===== src/rtl/spi_sensor_pkg.sv =====
// Shared types and defaults for the SPI sensor reader.
// States, default timing, and the field-width helper.
package spi_sensor_pkg;

  typedef enum logic [2:0] {
    IDLE,
    SETUP,
    SHIFT,
    HOLD,
    GAP
  } state_t;

  localparam int DEF_FRAME_BITS = 16;
  localparam int DEF_DATA_MSB   = 11;
  localparam int DEF_DATA_LSB   = 4;
  localparam int DEF_CLK_DIV    = 2;
  localparam int DEF_CS_SETUP   = 2;
  localparam int DEF_CS_HOLD    = 2;
  localparam int DEF_GAP_CYCLES = 4;

  function automatic int data_w(input int msb, input int lsb);
    return msb - lsb + 1;
  endfunction

endpackage


===== src/rtl/spi_sclk_gen.sv =====
// SCLK divider: toggles every CLK_DIV cycles while enabled.
// Edge pulses coincide with the clk edge that flips sclk.
module spi_sclk_gen #(
  parameter int CLK_DIV = 2
) (
  input  logic clk,
  input  logic rst,
  input  logic en,
  input  logic clr,
  output logic sclk,
  output logic rise_pulse,
  output logic fall_pulse
);

  localparam int CW = (CLK_DIV > 1) ? $clog2(CLK_DIV) : 1;

  logic [CW-1:0] cnt;
  logic          tc;

  assign tc         = en && (cnt == CW'(CLK_DIV - 1));
  assign rise_pulse = tc && !sclk;
  assign fall_pulse = tc && sclk;

  always_ff @(posedge clk) begin
    if (rst || clr) begin
      cnt  <= '0;
      sclk <= 1'b1;
    end else if (en) begin
      if (tc) begin
        cnt  <= '0;
        sclk <= ~sclk;
      end else begin
        cnt <= cnt + 1'b1;
      end
    end
  end

endmodule


===== src/rtl/spi_sensor_reader.sv =====
// Receive-only SPI master: frames a sensor read and hands
// the extracted field to the consumer via valid/ready.
module spi_sensor_reader
  import spi_sensor_pkg::*;
#(
  parameter int FRAME_BITS = DEF_FRAME_BITS,
  parameter int DATA_MSB   = DEF_DATA_MSB,
  parameter int DATA_LSB   = DEF_DATA_LSB,
  parameter int CLK_DIV    = DEF_CLK_DIV,
  parameter int CS_SETUP   = DEF_CS_SETUP,
  parameter int CS_HOLD    = DEF_CS_HOLD,
  parameter int GAP_CYCLES = DEF_GAP_CYCLES,
  localparam int DATA_W    = data_w(DATA_MSB, DATA_LSB)
) (
  input  logic                  clk,
  input  logic                  rst,
  input  logic                  start,
  input  logic                  continuous,
  output logic                  busy,
  output logic                  cs_n,
  output logic                  sclk,
  input  logic                  miso,
  output logic [DATA_W-1:0]     data,
  output logic [FRAME_BITS-1:0] raw,
  output logic                  data_valid,
  input  logic                  data_ready,
  output logic                  overrun,
  output logic [15:0]           frame_cnt
);

  localparam int BW = $clog2(FRAME_BITS + 1);

  if (FRAME_BITS < 2 || FRAME_BITS > 32) begin : g_bad_fb
    $error("FRAME_BITS must be 2..32");
  end
  if (DATA_MSB >= FRAME_BITS) begin : g_bad_msb
    $error("DATA_MSB must be below FRAME_BITS");
  end
  if (DATA_LSB > DATA_MSB || DATA_LSB < 0) begin : g_bad_lsb
    $error("DATA_LSB must be 0..DATA_MSB");
  end
  if (CLK_DIV < 1 || CS_SETUP < 1 ||
      CS_HOLD < 1 || GAP_CYCLES < 1) begin : g_bad_tim
    $error("timing parameters must be >= 1");
  end

  state_t                state;
  logic [15:0]           cnt;
  logic [BW-1:0]         bit_cnt;
  logic [FRAME_BITS-1:0] sr;
  logic                  rise;
  logic                  in_shift;

  assign in_shift = (state == SHIFT);

  spi_sclk_gen #(
    .CLK_DIV(CLK_DIV)
  ) u_sclk (
    .clk       (clk),
    .rst       (rst),
    .en        (in_shift),
    .clr       (!in_shift),
    .sclk      (sclk),
    .rise_pulse(rise),
    .fall_pulse()
  );

  always_ff @(posedge clk) begin
    if (rst) begin
      state      <= IDLE;
      busy       <= 1'b0;
      cs_n       <= 1'b1;
      cnt        <= '0;
      bit_cnt    <= '0;
      sr         <= '0;
      raw        <= '0;
      data       <= '0;
      data_valid <= 1'b0;
      overrun    <= 1'b0;
      frame_cnt  <= '0;
    end else begin
      if (data_valid && data_ready) data_valid <= 1'b0;
      unique case (state)
        IDLE: begin
          if (start) begin
            state <= SETUP;
            cs_n  <= 1'b0;
            busy  <= 1'b1;
            cnt   <= '0;
          end
        end
        SETUP: begin
          if (cnt == 16'(CS_SETUP - 1)) begin
            state <= SHIFT;
            cnt   <= '0;
          end else begin
            cnt <= cnt + 1'b1;
          end
        end
        SHIFT: begin
          if (rise) begin
            sr <= {sr[FRAME_BITS-2:0], miso};
            if (bit_cnt == BW'(FRAME_BITS - 1)) begin
              bit_cnt <= '0;
              state   <= HOLD;
            end else begin
              bit_cnt <= bit_cnt + 1'b1;
            end
          end
        end
        HOLD: begin
          if (cnt == 16'(CS_HOLD - 1)) begin
            cnt        <= '0;
            cs_n       <= 1'b1;
            raw        <= sr;
            data       <= sr[DATA_MSB:DATA_LSB];
            data_valid <= 1'b1;
            frame_cnt  <= frame_cnt + 1'b1;
            // a same-edge accept consumes the old sample
            if (data_valid && !data_ready) overrun <= 1'b1;
            if (continuous) begin
              state <= GAP;
            end else begin
              state <= IDLE;
              busy  <= 1'b0;
            end
          end else begin
            cnt <= cnt + 1'b1;
          end
        end
        GAP: begin
          if (cnt == 16'(GAP_CYCLES - 1)) begin
            state <= SETUP;
            cs_n  <= 1'b0;
            cnt   <= '0;
          end else begin
            cnt <= cnt + 1'b1;
          end
        end
        default: state <= IDLE;
      endcase
    end
  end

endmodule


===== config.mk =====
export PLATFORM = sky130hd
export DESIGN_NAME = spi_sensor_reader
export DESIGN_NICKNAME = d
export VERILOG_FILES = /design/src/rtl/spi_sensor_pkg.sv /design/src/rtl/spi_sclk_gen.sv /design/src/rtl/spi_sensor_reader.sv
export SDC_FILE = /design/constraint.sdc
export NUM_CORES = 1
export LEC_CHECK = 0
export CAP_MARGIN = 20
export CORE_MARGIN = 2
export CORE_UTILIZATION = 30
export CTS_BUF_LIST = sky130_fd_sc_hd__clkbuf_8
export CTS_CLUSTER_SIZE = 24
export DETAILED_ROUTE_END_ITERATION = 10
export DONT_BUFFER_PORTS = 1
export PLACE_DENSITY_LB_ADDON = 0.2
export SYNTH_ARGS = -nofsm -noshare
export SYNTH_HDL_FRONTEND = slang
export SYNTH_SLANG_ARGS = --single-unit

===== constraint.sdc =====
create_clock -name clk -period 2.1 [get_ports clk]
set_input_delay 0.21 -clock clk [delete_from_list [all_inputs] [get_ports clk]]
set_output_delay 0.21 -clock clk [all_outputs]
set_load 0.05 [all_outputs]

Word-level counts from Yosys, hierarchy flattened

Cells that the tools add are included.

Output and inout bits: 45
Input bits: 6
Bits in registers: 86

Add/subtract/negate cells: 4
Bitwise logic cells: 1
Mux-type cells: 25
Equality and inequality tests: 14
Reduce and logical (&&, ||, !) cells: 21

Operator list:

| cell                                            | count |
|---|---|
| 2-to-1 mux 16 bit                               | 3 |
| one-hot mux 16 bit (3 select lines)             | 1 |
| adder 16 x 1 -> 16 bit (second input constant)  | 2 |
| 2-to-1 mux 3 bit                                | 7 |
| == test 16 x 1 -> 1 bit (second input constant) | 1 |
| == test 16 x 2 -> 1 bit (second input constant) | 1 |
| one-hot mux 3 bit (5 select lines)              | 1 |
| inequality test 2 bit (second input constant)   | 6 |
| 2-to-1 mux 1 bit                                | 10 |
| AND reduction 2 bit                             | 4 |
| AND reduction 4 bit                             | 2 |
| == test 3 x 2 -> 1 bit (second input constant)  | 2 |
| AND reduction 6 bit                             | 1 |
| nonzero test 3 bit                              | 2 |
| adder 5 x 1 -> 5 bit (second input constant)    | 1 |
| == test 5 x 4 -> 1 bit (second input constant)  | 1 |
| 2-to-1 mux 5 bit                                | 1 |
| logical AND 1 bit                               | 4 |
| == test 3 x 1 -> 1 bit (second input constant)  | 1 |
| == test 3 bit (second input constant)           | 1 |
| logical NOT 1 bit                               | 3 |
| logical NOT 3 bit                               | 1 |
| one-hot mux 1 bit (3 select lines)              | 1 |
| AND reduction 3 bit                             | 1 |
| other kinds (7)                                 | 7 |

Depth between registers and ports, before layout

Gate-level depths: netlist (run 1).

Word-level depth: 5
Depth in mapped cells: 8
Depth with buffers taken out: 7

Hierarchy

Synthesis (run 1) repeated with hierarchy kept, for this count alone.

Cell total of the unflattened synthesis: 421
Area, all modules: 3429.5 sq um

By module, submodules not included:

| module            | instances | area an instance (sq um) | seq. area each (sq um) | cells each |
|---|---|---|---|---|
| spi_sensor_reader | 1         | 3338.2                   | 1521.5                 | 411 |
| spi_sclk_gen      | 1         | 91.3                     | 40.0                   | 10 |

Least setup slack after synthesis (run 1)

OpenSTA, ideal clock, no wires.

Kind: register to register
Start: register frame_cnt[0]
End: register frame_cnt[14]
Cell stages (with the launch flop): 7
Path buffers: 0
Path slack: 67 ps
Library setup time: 121 ps
Required time: 1979 ps
Arrival: 1912 ps
Clock period less this slack: 2033 ps
Cells stage by stage: dfxtp_1 > ha_1 > and4_1 > nand3_1 > nor2_1 > nand3_1 > mux2_2

Cells in the longest elaborated chain, start to end: 1

RTL lines:

| what                   | line                     | RTL |
|---|---|---|
| start, declared        | spi_sensor_reader.sv:28  | `output logic [15:0] frame_cnt` |
| start signal, assigned | spi_sensor_reader.sv:118 | `frame_cnt <= frame_cnt + 1'b1;` |
| adder 16 x 1 -> 16 bit | spi_sensor_reader.sv:118 |  |

No other way between the ends.
A chain may end at the register's enable or synchronous reset.

Final worst setup path (run 1)

Start: register cnt[12]
End: register cnt[4]

Cells in the longest elaborated chain, start to end: 3
Elaborated cells on any way between the ends: 5
Classes of those cells: eq/ne (2); mux (3)

RTL lines:

| what                                                                      | line                                                                        | RTL |
|---|---|---|
| start, declared                                                           | spi_sensor_reader.sv:48                                                     | `logic [15:0] cnt;` |
| start signal, assigned                                                    | spi_sensor_reader.sv:97                                                     | `cnt <= cnt + 1'b1;` |
| start signal, assigned                                                    | spi_sensor_reader.sv:128                                                    | `cnt <= cnt + 1'b1;` |
| start signal, assigned                                                    | spi_sensor_reader.sv:137                                                    | `cnt <= cnt + 1'b1;` |
| == test 16 x 2 -> 1 bit / == test 16 x 1 -> 1 bit (equally long branches) | spi_sensor_reader.sv:132, spi_sensor_reader.sv:93, spi_sensor_reader.sv:112 |  |
| 2-to-1 mux 16 bit, on equally long branches                               | spi_sensor_reader.sv:132, spi_sensor_reader.sv:93, spi_sensor_reader.sv:112 |  |
| one-hot mux 16 bit (3 select lines) (*)                                   | spi_sensor_reader.sv:83                                                     | `unique case (state)` |

Mark *: on every way between the ends. The rest lies on a longest branch, timed or not.

==> results.sh, run 1 <==
export IMPL_postRouteAntennaNets=0
export IMPL_dpl_worst_slack_ns=0.176
export IMPL_synth_top_family_by_area="simple AND/OR/NAND/NOR gates"
export IMPL_vias_per_cell=4.94
export IMPL_dieWidth_um=111
export IMPL_fp_row_count=38
export IMPL_first_pass_iters=4
export IMPL_wire_per_inst_um=13.7
export IMPL_synthMuxAreaShare=0.00331
export IMPL_rrSetupSlack_ns=0.15
export IMPL_ys_seq_elements=78
export IMPL_clk_pin_slew_ns=0.08
export IMPL_hold_violations=0
export IMPL_first_iter_violations=167
export IMPL_grt_pass1_vias=2727
export IMPL_ys_flop_type="dfxtp_1"
export IMPL_r2r_end="cnt[4]"
export IMPL_synth_area_leaders="dfxtp_1, nand2_1, a21oi_1"
export IMPL_dieArea_mm2=0.0122
export IMPL_start_util=0.311
export IMPL_synth_cell_type_count=48
export IMPL_status="finished, final reports clean"
export IMPL_async_reset_ff_frac=0
export IMPL_num_vias=2872
export IMPL_maxSlewHeadroom=0.579
export IMPL_antenna_found_initial=0
export IMPL_dpl_hpwl_um=5450
export IMPL_yosysTopAreaCell="dfxtp_1"
export IMPL_hold_start="rst"
export IMPL_synth_most_common_cell="nand2_1"
export IMPL_irDropWorstVdd_mv=0.270
export IMPL_antennaDiodeCount=0
export IMPL_cts_buffers=9
export IMPL_critical_path_required_ns=2.34
export IMPL_grt_pass1_wl_um=13400
export IMPL_wirelength_um=7950
export IMPL_drive_gt1_frac=0.152
export IMPL_synth_xor_area_frac=0.0592
export IMPL_max_freq_ghz=0.512
export IMPL_grt_overflow=0
export IMPL_crit_path_max_fanout=11
export IMPL_yosys_area_top_type_share=0.459
export IMPL_yosysSeqAreaShare=0.459
export IMPL_synthSimpleGateAreaFrac=0.283
export IMPL_worstSkewPairLatency_ns=0.35
export IMPL_grt_start_max_net_pins=62
export IMPL_final_nets=446
export IMPL_cp_start_kind="flip-flop"
export IMPL_syn_area_mm2=0.00340
export IMPL_tritoncts="built"
export IMPL_root_buffer="clkbuf_8"
export IMPL_synthToLayoutAreaGrowth_pct=17.0
export IMPL_grt_use_total=0.134
export IMPL_netlist_instances=414
export IMPL_min_path_type="input pin to flip-flop"
export IMPL_core_mm2=0.0109
export IMPL_syn_nets=424
export IMPL_ys_warn_count=0
export IMPL_synthAdderAreaFrac=0.0147
export IMPL_clkSinkCount=78
export IMPL_critPathArrivalTime_ns=2.20
export IMPL_cp_end_kind="flip-flop"
export IMPL_finalSetupViolCount=0
export IMPL_hold_path_depth=3
export IMPL_portBuffers=0
export IMPL_route_detailed_drc=0
export IMPL_fin_util=0.364
export IMPL_worstRegToRegCells=6
export IMPL_cts_max_level=3
export IMPL_crit_start="cnt[12]"
export IMPL_cts_setup_buffers=0
export IMPL_crit_type="flip-flop to flip-flop"
export IMPL_gp_congestion=0.832
export IMPL_min_period_ns=1.95
export IMPL_holdWs_ns=0.0363
export IMPL_synth_edf_count=0
export IMPL_fin_crit_sh=0.930
export IMPL_rsz0062_at_grt="false"
export IMPL_maxSlewViolCount=0
export IMPL_die_y_um=111
export IMPL_synth_compound_area_frac=0.125
export IMPL_p_per_area_mw_per_mm2=731
export IMPL_ioPinCount=51
export IMPL_setup_ws_ns=0.146
export IMPL_cts_buffer_depth=2
export IMPL_cap_violations=0
export IMPL_worst_pin_slew_ns=0.632
export IMPL_fin_tns_setup_ns=0
export IMPL_leakagePower_nw=1.35
export IMPL_fin_skew_ns=0.00769
export IMPL_r2r_start="cnt[12]"
export IMPL_avgSynthCellArea_um2=8.22
export IMPL_hold_path_end="frame_cnt[13]"
export IMPL_nFillCells=1156
export IMPL_synth_common_cells="nand2_1, dfxtp_1, a21oi_1"
cells in the final DEF (no fill, tap or decap), types with 6 or more instances in the layout:
master	instances
nand2_1	86
dfxtp_1	78
a21oi_1	46
buf_4	38
nor2_1	31
nand4_1	17
nor3_1	13
nand3_1	12
xor2_1	12
xnor2_1	11
inv_1	9
clkbuf_8	9
nor4_1	6
critical path: stages (launching register included):
cell and delay (ns):
dfxtp_1 0.34, nor4_1 0.40, and4_1 0.41, a21oi_2 0.18, o31ai_2 0.24, buf_4 0.21
nor2_1 0.06
registers in the layout, indices dropped and copies added, names as in the netlist:
signal	flops
cnt	16
frame_cnt	16
sr	16
raw	9
data	7
bit_cnt	5
state	3
busy	1
cs_n	1
data_valid	1
overrun	1
u_sclk.cnt	1
u_sclk.sclk	1
worst max path at each step:
stage                    end  slack [ns]
2_1_floorplan  frame_cnt[14]        0.07
5_1_grt              cnt[15]        0.02
6_report              cnt[4]        0.15
3_3_place_gp         cnt[10]        0.27
3_5_place_dp         cnt[10]        0.18
4_1_cts               cnt[4]        0.16
what timing repair did:
action,in CTS,in global routing
hold buffers,3,0
gates resized for setup,0,0
endpoints found under the hold margin,61,0
metal layers:
layer	routed length (um)	GRT usage	vias up
li1	-	-	1461
met5	0	0	-
met2	3440	0.196	62
met1	3860	0.179	1340
met4	119	0.0500	0
met3	537	0.0499	9
cell families after synthesis:
logic type               after synthesis
AND/OR/NAND/NOR                      197
adder cells (fa/ha/maj)                4
multiplexers                           1
flip-flops                            78
XOR/XNOR                              23
buffers and inverters                 39
AO/OA/AOI/OAI                         72
cell type report:
cell class,instances,area (um^2),area share
tap,140,175,0.0440
clock buffer,9,124,0.0311
multi-input combinational,297,1660,0.416
clock inverter,7,98.8,0.0248
timing repair buffer,41,333,0.0836
inverter,9,33.8,0.00849
sequential,78,1560,0.392
report_power, final:
part	internal (mW)	total, mW	switching [mW]
Clock	0.673	1.25	0.578
Combinational	0.0509	0.145	0.0943
Sequential	1.49	1.51	0.0257
metrics by stage:
stage	cells	area, um^2	power, mW
6_report	581	3980	2.91
5_1_grt	581	3980	3.03
4_1_cts	581	3980	2.95
3_5_place_dp	562	3710	1.67
3_3_place_gp	562	3710	1.67
2_1_floorplan	414	3400	1.65
No activity file was read; power rests on OpenSTA's default activity.
==> inputs of run 2 (changes only) <==
HOLD_SLACK_MARGIN = 0.05   (was not set)
clock period = 1.7 ns   (was 2.1 ns; I/O delays follow)
==> run 2 against run 1 <==
  * The flow now finishes with violations (setup timing)
  * Critical path type unchanged
  * Clock skew increased by 0.0022 ns
  * Power rose by 26%
  * Wire length increased by 6.4%
  * Die area stayed put
  * Utilization grew 5.4 points
  * Sequential power is 23% higher
  * Flip-flop and latch count unchanged
  * Highest routed layer unchanged
  * Clock power rose by 23%
  * Via count up 5.4%
  * Critical path depth increased by 1
  * Worst hold slack improved by 0.032 ns
  * Combinational power increased by 90%
==> results.sh, run 2 (synthesis results as in run 1) <==
export IMPL_tritoncts="built"
export IMPL_clk_pin_slew_ns=0.07
export IMPL_rsz0062_at_grt="true"
export IMPL_root_buffer="clkbuf_8"
export IMPL_dieWidth_um=111
export IMPL_ioPinCount=51
export IMPL_cp_end_kind="flip-flop"
export IMPL_wire_per_inst_um=13.6
export IMPL_first_pass_iters=4
export IMPL_met3_usage=0.0395
export IMPL_irDropWorstVdd_mv=0.369
export IMPL_worstRegToRegCells=7
export IMPL_grt_pass1_wl_um=13800
export IMPL_status="complete, but fails checks"
export IMPL_postRouteAntennaNets=0
export IMPL_hold_violations=0
export IMPL_route_detailed_drc=0
export IMPL_register_area_mm2=0.00158
export IMPL_start_util=0.311
export IMPL_grt_use_total=0.137
export IMPL_crit_type="flip-flop to flip-flop"
export IMPL_place_area_mm2=0.00404
export IMPL_dpl_worst_slack_ns=-0.143
export IMPL_vias_per_cell=4.88
export IMPL_fin_area_mm2=0.00457
export IMPL_cap_violations=0
export IMPL_worst_pin_slew_ns=0.529
export IMPL_final_nets=487
export IMPL_num_vias=3028
export IMPL_setup_ws_ns=-0.00525
export IMPL_min_path_type="input pin to flip-flop"
export IMPL_die_y_um=111
export IMPL_crit_path_max_fanout=6
export IMPL_cts_buffer_depth=2
export IMPL_critical_path_required_ns=1.94
export IMPL_nFillCells=1113
export IMPL_final_common_cell="nand2_1"
export IMPL_critPathArrivalTime_ns=1.95
export IMPL_max_freq_ghz=0.586
export IMPL_dieArea_mm2=0.0122
export IMPL_leakagePower_nw=1.67
export IMPL_gp_congestion=0.775
export IMPL_instances_no_fill=620
export IMPL_use_met2=0.205
export IMPL_core_mm2=0.0109
export IMPL_wirelength_um=8460
export IMPL_busiest_layer="met2"
export IMPL_portBuffers=0
export IMPL_maxSlewViolCount=0
export IMPL_dpl_hpwl_um=5640
export IMPL_fin_skew_ns=0.00992
export IMPL_drive_gt1_frac=0.290
export IMPL_grt_start_max_net_pins=65
export IMPL_fp_row_count=38
export IMPL_clkSinkCount=78
export IMPL_grt_util_met1=0.185
export IMPL_finalSetupViolCount=1
export IMPL_hold_path_depth=2
export IMPL_min_period_ns=1.71
export IMPL_cts_buffers=9
export IMPL_p_total_mw=3.67
export IMPL_worstSkewPairLatency_ns=0.35
export IMPL_multi_input_area_mm2=0.00186
export IMPL_p_per_area_mw_per_mm2=803
export IMPL_holdWs_ns=0.0686
export IMPL_maxSlewHeadroom=0.647
export IMPL_violations="setup timing"
export IMPL_cp_start_kind="flip-flop"
export IMPL_cts_max_level=3
export IMPL_dp_cells=597
export IMPL_grt_overflow=0
export IMPL_antennaDiodeCount=0
export IMPL_fin_crit_sh=1.00
export IMPL_reg_top3="cnt (16), frame_cnt (16), sr (16)"
export IMPL_antenna_found_initial=0
export IMPL_grt_pass1_vias=2851
export IMPL_final_cell_mix="nand2_1, buf_4, dfxtp_1"
export IMPL_synthToLayoutAreaGrowth_pct=34.3
export IMPL_first_iter_violations=150
run 2: changes by cell type in the layout (fill, tap and decap cells not counted), moves of 3 or more:
| cell | change |
|---|---|
| ha_1 | -3 |
| nor3_1 | -5 |
| nor3_2 | +4 |
| dfxtp_1 | -11 |
| buf_12 | +3 |
| nor4_4 | +3 |
| dfxtp_2 | +9 |
| buf_6 | +6 |
| buf_4 | +30 |
run 2: path summary, 6_finish.rpt:
kind,from,to,slack (ns)
hold / removal,rst,frame_cnt[14],0.07
setup reg to reg,cnt[15],cnt[5],-0.005
hold reg to reg,data[4],data[4],0.45
setup / recovery,cnt[15],cnt[5],-0.005
run 2: area by class of cell:
type | count | share of cell area
Multi-Input combinational cell | 297 | 0.406
Tap cell | 140 | 0.0383
Inverter | 9 | 0.00739
Sequential cell | 78 | 0.346
Clock inverter | 3 | 0.0151
Timing Repair Buffer | 82 | 0.154
Clock buffer | 11 | 0.0331
run 2: critical path, stage by stage, from the launching register on:
cell,delay (ns)
dfxtp_2,0.34
nor4_2,0.26
buf_4,0.15
and4_4,0.25
a21oi_4,0.09
o31ai_4,0.27
buf_4,0.19
nor2_1,0.05
run 2: where the power goes:
group	internal, mW	leakage [nW]	switching, mW
logic	0.105	0.923	0.170
clock network	0.894	0.111	0.651
registers	1.84	0.635	0.0130
total	2.84	1.67	0.834
run 2: metrics by stage:
stage / utilization / setup TNS, ns
floorplan: - / -0.00729
global placement: 0.369 / -1.20
detailed placement: 0.369 / -2.05
CTS: 0.401 / -0.163
global route: 0.418 / -1.80
finish: 0.418 / -0.00525
run 2: repair_timing:
item | in CTS | in global routing
pin swaps | 3 | 15
gates cloned | 1 | 1
hold buffers | 5 | 0
hold endpoints to repair | 64 | 0
endpoints found under the setup margin | 34 | 63
setup buffers | 0 | 2
gates resized for setup | 11 | 41
run 2: layer usage:
metal,share of wire,up-vias
met1,0.50,1427
li1,-,1545
met3,0.046,11
met2,0.44,45
met5,0,-
met4,0.017,0
